<file path="src/rtl/ctrl_pkg.sv">
// Shared control-unit definitions: control-word layout, ALU function codes and
// the R-format opcodes recognised by the decode stage.
package ctrl_pkg;

  localparam int CW_W = 33;

  // Bit positions of the most-probed control-word fields
  localparam int CW_BS_BIT        = 31;
  localparam int CW_FS_LSB        = 26;
  localparam int CW_RF_W_BIT      = 9;
  localparam int CW_STATUS_LD_BIT = 2;

  localparam logic [4:0] FS_LEFT      = 5'b10000;
  localparam logic [4:0] FS_RIGHT     = 5'b10100;
  localparam logic [4:0] FS_MUL_START = 5'b11000;
  localparam logic [4:0] FS_MUL_STEP  = 5'b11100;

  localparam logic [1:0] PC_FS_INC = 2'b01;

  localparam logic [10:0] OP_AND  = 11'b10001010000;
  localparam logic [10:0] OP_ADD  = 11'b10001011000;
  localparam logic [10:0] OP_ORR  = 11'b10101010000;
  localparam logic [10:0] OP_ADDS = 11'b10101011000;
  localparam logic [10:0] OP_EOR  = 11'b11001010000;
  localparam logic [10:0] OP_SUB  = 11'b11001011000;
  localparam logic [10:0] OP_ANDS = 11'b11101010000;
  localparam logic [10:0] OP_SUBS = 11'b11101011000;
  localparam logic [10:0] OP_LSR  = 11'b11010011010;
  localparam logic [10:0] OP_LSL  = 11'b11010011011;
  localparam logic [10:0] OP_MUL  = 11'b10011011000;

  typedef enum logic {
    ST_IDLE    = 1'b0,
    ST_MUL_RUN = 1'b1
  } state_t;

  typedef struct packed {
    logic       alu_en;
    logic       alu_bs;
    logic [4:0] alu_fs;
    logic       rf_b_en;
    logic [4:0] sa;
    logic [4:0] sb;
    logic [4:0] da;
    logic       rf_w;
    logic       ram_en;
    logic       ram_w;
    logic       pc_en;
    logic [1:0] pc_fs;
    logic       pc_is;
    logic       status_ld;
    logic [1:0] next_state;
  } cw_t;

endpackage

</file>
<file path="src/rtl/r_field_decode.sv">
// Combinational R-format field decode: instruction -> control word, K constant,
// illegal flag and MUL detect. MUL yields its first expansion word here.
module r_field_decode
  import ctrl_pkg::*;
#(
  parameter int DATA_W = 64
) (
  input  logic [31:0]       instr_i,
  output cw_t               cw_o,
  output logic [DATA_W-1:0] k_o,
  output logic              illegal_o,
  output logic              is_mul_o
);

  logic [10:0] op;
  logic [4:0]  rm, rn, rd;
  logic [5:0]  shamt;
  logic        legal;
  logic        k_sel;

  assign op    = instr_i[31:21];
  assign rm    = instr_i[20:16];
  assign shamt = instr_i[15:10];
  assign rn    = instr_i[9:5];
  assign rd    = instr_i[4:0];

  assign legal = op inside {OP_AND, OP_ADD, OP_ORR, OP_ADDS, OP_EOR, OP_SUB,
                            OP_ANDS, OP_SUBS, OP_LSR, OP_LSL, OP_MUL};
  assign k_sel = op[1] & op[3];

  always_comb begin
    cw_o            = '0;
    cw_o.alu_en     = 1'b1;
    cw_o.alu_bs     = k_sel;
    cw_o.alu_fs     = op[1] ? (op[0] ? FS_LEFT : FS_RIGHT)
                            : {1'b0,
                               op[3] | (op[9] & op[8]),
                               (~op[9] & op[8] & op[3]) | (op[9] & ~op[8] & ~op[3]),
                               op[9] & op[3],
                               1'b0};
    cw_o.rf_b_en    = 1'b0;
    cw_o.sa         = rn;
    cw_o.sb         = rm;
    cw_o.da         = rd;
    cw_o.rf_w       = legal;
    cw_o.pc_fs      = PC_FS_INC;
    cw_o.status_ld  = legal & op[8];
    cw_o.next_state = 2'b00;
    k_o             = k_sel ? DATA_W'(shamt) : '0;
    is_mul_o        = (op == OP_MUL);
    illegal_o       = ~legal;
    // MUL: first word of the expansion; write-back happens only on the last step
    if (is_mul_o) begin
      cw_o.alu_fs    = FS_MUL_START;
      cw_o.alu_bs    = 1'b0;
      cw_o.rf_w      = 1'b0;
      cw_o.status_ld = 1'b0;
      k_o            = '0;
    end
  end

endmodule

</file>
<file path="src/rtl/r_decode_stage.sv">
// Registered valid/ready R-format decode stage; expands MUL into MUL_STEPS words.
// state | meaning: ST_IDLE accepts instructions; ST_MUL_RUN issues remaining MUL steps.
module r_decode_stage
  import ctrl_pkg::*;
#(
  parameter int DATA_W    = 64,
  parameter int MUL_STEPS = 4
) (
  input  logic              clock,
  input  logic              reset,
  input  logic              in_valid,
  output logic              in_ready,
  input  logic [31:0]       instr,
  output logic              cw_valid,
  input  logic              cw_ready,
  output logic [CW_W-1:0]   cw,
  output logic [DATA_W-1:0] k,
  output logic              illegal,
  output logic              busy
);

  localparam int CNT_W = $clog2(MUL_STEPS);

  cw_t               dec_cw;
  logic [DATA_W-1:0] dec_k;
  logic              dec_illegal, dec_is_mul;

  state_t            state_q;
  logic [CNT_W-1:0]  left_q;
  cw_t               cw_q;
  logic [DATA_W-1:0] k_q;
  logic              valid_q, illegal_q, busy_q;
  logic              accept, drain;
  cw_t               step_cw_d;

  r_field_decode #(.DATA_W(DATA_W)) u_field_decode (
    .instr_i   (instr),
    .cw_o      (dec_cw),
    .k_o       (dec_k),
    .illegal_o (dec_illegal),
    .is_mul_o  (dec_is_mul)
  );

  assign in_ready = (state_q == ST_IDLE) & (~valid_q | cw_ready);
  assign accept   = in_valid & in_ready;
  assign drain    = valid_q & cw_ready;

  // left_q counts words still to issue after the one on the output
  always_comb begin
    step_cw_d        = cw_q;
    step_cw_d.alu_fs = FS_MUL_STEP;
    step_cw_d.rf_w   = (left_q == CNT_W'(1));
  end

  always_ff @(posedge clock) begin
    if (reset) begin
      state_q   <= ST_IDLE;
      left_q    <= '0;
      cw_q      <= '0;
      k_q       <= '0;
      valid_q   <= 1'b0;
      illegal_q <= 1'b0;
      busy_q    <= 1'b0;
    end else begin
      case (state_q)
        ST_IDLE: begin
          if (accept) begin
            cw_q      <= dec_cw;
            k_q       <= dec_k;
            illegal_q <= dec_illegal;
            valid_q   <= 1'b1;
            if (dec_is_mul) begin
              state_q <= ST_MUL_RUN;
              busy_q  <= 1'b1;
              left_q  <= CNT_W'(MUL_STEPS - 1);
            end
          end else if (drain) begin
            valid_q <= 1'b0;
          end
        end
        ST_MUL_RUN: begin
          if (drain) begin
            if (left_q == '0) begin
              state_q <= ST_IDLE;
              valid_q <= 1'b0;
              busy_q  <= 1'b0;
            end else begin
              cw_q   <= step_cw_d;
              left_q <= left_q - CNT_W'(1);
            end
          end
        end
        default: state_q <= ST_IDLE;
      endcase
    end
  end

  assign cw       = cw_q;
  assign k        = k_q;
  assign cw_valid = valid_q;
  assign illegal  = illegal_q;
  assign busy     = busy_q;

endmodule
</file>
<file path="config.mk">
export PLATFORM = sky130hd
export DESIGN_NAME = r_decode_stage
export DESIGN_NICKNAME = d
export VERILOG_FILES = /design/src/rtl/ctrl_pkg.sv /design/src/rtl/r_field_decode.sv /design/src/rtl/r_decode_stage.sv
export SDC_FILE = /design/constraint.sdc
export NUM_CORES = 1
export LEC_CHECK = 0
export CAP_MARGIN = 25
export CORE_MARGIN = 4
export CORE_UTILIZATION = 38
export CTS_CLUSTER_SIZE = 16
export DETAILED_ROUTE_END_ITERATION = 8
export GPL_ROUTABILITY_DRIVEN = 0
export PLACE_DENSITY = 0.94
export SLEW_MARGIN = 20
export SYNTH_ARGS = -nofsm -noshare
export SYNTH_HDL_FRONTEND = slang
export SYNTH_SLANG_ARGS = --single-unit
</file>
<file path="constraint.sdc">
create_clock -name clock -period 3.72 [get_ports clock]
set_input_delay 0.558 -clock clock [delete_from_list [all_inputs] [get_ports clock]]
set_output_delay 0.558 -clock clock [all_outputs]
set_load 0.02 [all_outputs]
</file>
==> run metrics, run 1 <==
Routed WL per cell=12.2 um; share of layout cells above drive strength 1=0.0443; vias=1,677; CP endpoint kind=output port; Reg2Reg Setup Slack=1.80 ns; reg2reg start=state_q; hold path startpoint=k[3]; row cnt=26; vias in the first global route=1,476; Worst-path clk slew=0.06 ns; # DRC=0; post-route ant nets=0; Skew-Pair Late Insertion Delay=0.28 ns; Worst Path Class, Setup=in -> out; Hold Fails Final Rpt=0; hold buffers post-CTS=0; post-synthesis sequential area ratio=0.352; pwr/cell area=344 nW/um^2; max_cap viols=0; total gr overflow=0; setup total negative slack=0 ns; Slowest cell on crit path=clkdlybuf4s50_1; synthesized instance count=249; die width=80.4 um; die area=6460 sq um; Area growth syn-to-layout=28.7%; # port buffers=69; fin crit period=2.55 ns; core box area=5110 sq um; initial antenna violation count=0; RSZ-0062 raised after global routing=false; vias per cell=4.34; CTS Buf Count=5; die span in y=80.4 um; FF+latch count, synth=35; fillers=494; fmax=393 MHz; Least-Margin Pin Slew=0.815 ns; R2R cell count=5; synth unique cells=38; Clock Sinks=35; CP Launch Type=input port; critical-path cell list=clkdlybuf4s50_1 -> nand2b_1 -> and2_1 -> clkdlybuf4s50_1; CP max stage delay=0.60 ns; H-Tree Depth=2; largest net degree at the start of global routing=25; crit-path most repeated cell=clkdlybuf4s50_1; Reg2Reg Capture Point=cw[23]; max-slew violations=0; Tot GR Track Use=0.138; # IOs=137; Tcrit/Tclk final=0.684; outcome=finished clean; Pre-antenna DRT Iters=4; Syn Area/Cell=8.00 sq um; family with the most delay on the worst path=buffers and inverters; DR iter-0 viols=42; Design Power=883 uW; Setup Viol. Count Final=0; Worst Hold Depth=2; CP Data Required Time=3.16 ns; Starting Density=0.390; Ys Warns=0; hold path endpoint=k[3]; clk buf depth=2; worst vdd ir=0.129 mV; postcts setup bufs=0; clock skew=0.00448 ns; final wirelength=4710 um; Static Leak=1.06 nW; CP Data Arrival Time=1.99 ns; Post-Syn Area=1990 sq um; global-route wire length before repair=6850 um; crit-path max FO=4; Buf/Inv on CP=2; min-delay worst type=reg -> reg; Slew HR=0.455; CTS tree=yes; post-layout net count=353; DP Wirelength=3680 um; root buffer cell=clkbuf_8; antenna cells=0; cells resized by post-CTS repair=0
==> routing by layer <==
| metal | part of all wire | vias to the layer above | global-route usage |
|---|---|---|---|
| met1 | 0.38 | 763 | 0.151 |
| met4 | 0.012 | 0 | 0.0372 |
| met5 | 0 | - | 0 |
| met2 | 0.52 | 86 | 0.252 |
| li1 | - | 820 | - |
| met3 | 0.091 | 8 | 0.0460 |
==> metrics by stage <==
step | setup WS, ns | utilization | hold slack, ns | instances | instance area [sq um]
6_report | 1.17 | 0.502 | 0.448 | 386 | 2560
5_1_grt | 1.11 | 0.502 | 0.469 | 386 | 2560
4_1_cts | 1.17 | 0.502 | 0.453 | 386 | 2560
3_5_place_dp | 1.18 | 0.486 | 0.444 | 378 | 2480
3_3_place_gp | 1.21 | 0.486 | 0.439 | 378 | 2480
2_1_floorplan | 1.96 | - | 0.440 | 315 | 2240
==> synth_stat cells <==
cell type | number | share of area
and2_1 | 2 | 0.0063
ha_1 | 2 | 0.013
a21oi_1 | 30 | 0.075
nor4bb_1 | 1 | 0.0050
nand2_1 | 43 | 0.081
o21ai_0 | 2 | 0.0050
a221oi_1 | 1 | 0.0044
o22ai_1 | 1 | 0.0031
buf_1 | 1 | 0.0019
nand4_1 | 1 | 0.0031
or3_1 | 1 | 0.0031
dfxtp_1 | 35 | 0.35
mux2i_1 | 2 | 0.010
o211a_1 | 1 | 0.0050
and2_2 | 1 | 0.0038
nor3_1 | 4 | 0.010
and4b_1 | 1 | 0.0050
or3b_4 | 1 | 0.0057
clkbuf_1 | 7 | 0.013
o41a_1 | 1 | 0.0057
nor2_1 | 8 | 0.015
nand4bb_1 | 1 | 0.0057
nand2b_1 | 4 | 0.013
buf_2 | 2 | 0.0050
nand3_1 | 7 | 0.018
a21oi_2 | 1 | 0.0044
buf_4 | 68 | 0.26
o21bai_1 | 1 | 0.0038
nor4_1 | 1 | 0.0031
o21a_1 | 1 | 0.0038
conb_1 | 1 | 0.0019
and4bb_2 | 1 | 0.0063
inv_1 | 6 | 0.011
o41ai_2 | 2 | 0.016
nand4b_1 | 1 | 0.0044
o211ai_1 | 2 | 0.0075
a211oi_1 | 2 | 0.0075
nor2b_1 | 2 | 0.0063
==> cell usage in the layout (no fill, tap or decap), types with 4 or more instances in the layout <==
cell and count:
nand2_1 43, clkbuf_8 5, nand3_1 7, nand2b_1 4
nor2_1 8, conb_1 67, clkdlybuf4s50_1 69, nor3_1 4
inv_1 6, a21oi_1 30, dfxtp_1 35
==> flip-flops by register name (all words and copies together), names as in the netlist <==
| register | cells |
|---|---|
| cw_valid | 1 |
| left_q | 2 |
| state_q | 1 |
| k | 6 |
| busy | 1 |
| illegal | 1 |
| cw | 23 |
==> cells by family after synthesis <==
logic type | Yosys count | share of synthesized area
AO/OA/AOI/OAI | 45 | 0.142
multiplexers | 2 | 0.0101
buffers and inverters | 84 | 0.288
AND/OR/NAND/NOR | 80 | 0.194
flip-flops | 35 | 0.352
adder cells (fa/ha/maj) | 2 | 0.0126
other | 1 | 0.00188
==> worst max-delay path by stage <==
| stage | startpoint | endpoint | slack, ns | cells after the start |
|---|---|---|---|---|
| after floorplan | instr[22] | left_q[0] | 1.96 | 3 |
| after global placement | cw_ready | in_ready | 1.21 | 4 |
| after detailed placement | in_valid | cw[23] | 1.18 | 6 |
| after CTS | cw_ready | in_ready | 1.17 | 4 |
| after global routing | cw_ready | in_ready | 1.11 | 4 |
| final | cw_ready | in_ready | 1.17 | 4 |
==> power by group <==
| group | total (mW) | switching [mW] | internal, mW |
|---|---|---|---|
| Combinational | 0.220 | 0.138 | 0.0821 |
| Clock | 0.261 | 0.130 | 0.131 |
| Sequential | 0.401 | 0.00885 | 0.392 |
==> worst reg2reg max path: cells and delay by family (launching register included) <==
kind / cells / cell delay, ns
AND/OR/NAND/NOR: 3 / 1.01
flip-flops: 1 / 0.38
buffers and inverters: 1 / 0.30
AO/OA/AOI/OAI: 1 / 0.15
==> cell type report <==
class	count	area [sq um]	share of cell area
multi-input combinational	196	966	0.377
timing repair buffer	71	706	0.275
sequential	35	701	0.273
tap	70	87.6	0.0342
clock buffer	7	76.3	0.0298
inverter	6	22.5	0.00878
clock inverter	1	5.00	0.00195
(Power assumes the default switching activity.)
==> inputs of run 2 (changes only) <==
--- a/config.mk
+++ b/config.mk
@@ -7,11 +7,11 @@
 export LEC_CHECK = 0
 export CAP_MARGIN = 25
 export CORE_MARGIN = 4
-export CORE_UTILIZATION = 38
+export CORE_UTILIZATION = 32
 export CTS_CLUSTER_SIZE = 16
 export DETAILED_ROUTE_END_ITERATION = 8
 export GPL_ROUTABILITY_DRIVEN = 0
-export PLACE_DENSITY = 0.94
+export PLACE_DENSITY = 0.85
 export SLEW_MARGIN = 20
 export SYNTH_ARGS = -nofsm -noshare
 export SYNTH_HDL_FRONTEND = slang
==> constraint.sdc (replaced) <==
create_clock -name clock -period 2.2 [get_ports clock]
set_input_delay 0.33 -clock clock [delete_from_list [all_inputs] [get_ports clock]]
set_output_delay 0.33 -clock clock [all_outputs]
set_load 0.02 [all_outputs]
==> run 2 against run 1 <==
- final cell count rose by 2.8%
- critical path depth is the same
- core utilization down 6.2 points
- critical endpoint is now left_q[0]
- power up 78%
==> run metrics, run 2 (synthesis gave the netlist of run 1 again) <==
outcome=finished clean; switch share=0.303; # IOs=137; vias per cell=4.25; Worst Path Class, Setup=in -> reg; fillers=609; vias=1,688; placed instance area=2530 sq um; die span in y=86.9 um; Static Leak=1.10 nW; initial antenna violation count=0; # DRC=0; fmax=558 MHz; core box area=5990 sq um; CP Data Arrival Time=1.98 ns; # port buffers=69; clock skew=0.00375 ns; internal power=1.09 mW; Hold Fails Final Rpt=0; row cnt=28; RSZ-0062 raised after global routing=false; Setup Viol. Count Final=0; Tot GR Track Use=0.119; clk buf depth=2; Sequential Power Share=0.432; Psw=475 uW; Design Power=1.57 mW; final hold slack=0.452 ns; vias in the first global route=1,486; Comb pwr share=0.243; clock power share=0.325; largest net degree at the start of global routing=25; min-delay worst type=reg -> reg; worst vdd ir=0.232 mV; global-route wire length before repair=7100 um; hold buffers post-CTS=0; DR iter-0 viols=33; DP Wirelength=3810 um; fin crit period=1.79 ns; die width=86.9 um; post-layout net count=359; CP Launch Type=input port; max_cap viols=0; root buffer cell=clkbuf_8; Starting Density=0.332; setup total negative slack=0 ns; total gr overflow=0; crit-path max FO=5; fin area=2640 sq um; post-route ant nets=0; final wirelength=4830 um; CP Data Required Time=2.39 ns; Clock Sinks=35; commonest cells after routing, fill and taps aside=clkdlybuf4s50_1, conb_1, nand2_1; area of the multi-input gates=966 sq um; Area growth syn-to-layout=32.3%; H-Tree Depth=2; Routed WL per cell=12.2 um; die area=7550 sq um; antenna cells=0; CP endpoint kind=flip-flop; Tcrit/Tclk final=0.814; max-slew violations=0; pwr/cell area=595 nW/um^2; CTS Buf Count=5; Skew-Pair Late Insertion Delay=0.28 ns; Worst-path clk slew=0.07 ns; CTS tree=yes; Reg area=701 sq um; commonest non-fill, non-tap cell in the layout=clkdlybuf4s50_1; share of layout cells above drive strength 1=0.0652; Largest register FFs=23; Pre-antenna DRT Iters=4
[run 2: cell types whose count changed in the layout (fill, tap and decap cells not counted), sizes merged]
| cell | change |
|---|---|
| buf | +6 |
| clkbuf | +1 |
| clkdlybuf4s50 | -1 |
| clkinv | -1 |
| dlymetal6s2s | +1 |
[run 2: worst paths after layout]
| check | cells past startpoint | slack [ns] | start | endpoint |
|---|---|---|---|---|
| max | 4 | 0.41 | instr[27] | left_q[0] |
| min | 2 | 0.45 | k[4] | k[4] |
| max reg2reg | 6 | 0.55 | left_q[0] | cw[9] |
| min reg2reg | 2 | 0.45 | k[4] | k[4] |
[run 2: area by class of cell]
type,instances,area share
Timing Repair Buffer,77,0.286
Inverter,6,0.00854
Multi-Input combinational cell,196,0.366
Clock buffer,8,0.0380
Tap cell,75,0.0356
Sequential cell,35,0.266
[run 2: stage by stage]
stage	std cells	utilization	worst slack, ns
2_1_floorplan	315	-	0.671
3_3_place_gp	389	0.423	0.144
3_5_place_dp	389	0.423	0.0777
4_1_cts	397	0.440	0.0665
5_1_grt	397	0.440	0.345
6_report	397	0.440	0.409
[run 2: power by group through the flow]
stage          sequential (mW)  clock, mW  combinational, mW
2_1_floorplan            0.727          0              0.278
3_3_place_gp             0.691          0              0.375
3_5_place_dp             0.692          0              0.381
4_1_cts                  0.678      0.533              0.381
5_1_grt                  0.682      0.568              0.410
6_report                 0.678      0.510              0.382
[run 2: worst max-delay path, cell delays in order]
cell and delay [ns]:
clkdlybuf4s50_1 0.48, or3b_4 0.42, o41a_1 0.48, o41ai_2 0.28
[run 2: timing repair]
item,CTS,global route
gates resized for setup,0,1
setup endpoints to repair,0,1
buffers inserted,0,0
[run 2: metal layers]
layer	vias to the layer above	global-route usage	part of all wire
met2	79	0.210	0.52
met5	-	0	0
met1	769	0.139	0.39
met3	6	0.0378	0.091
met4	0	0.0283	0.0054
li1	834	-	-
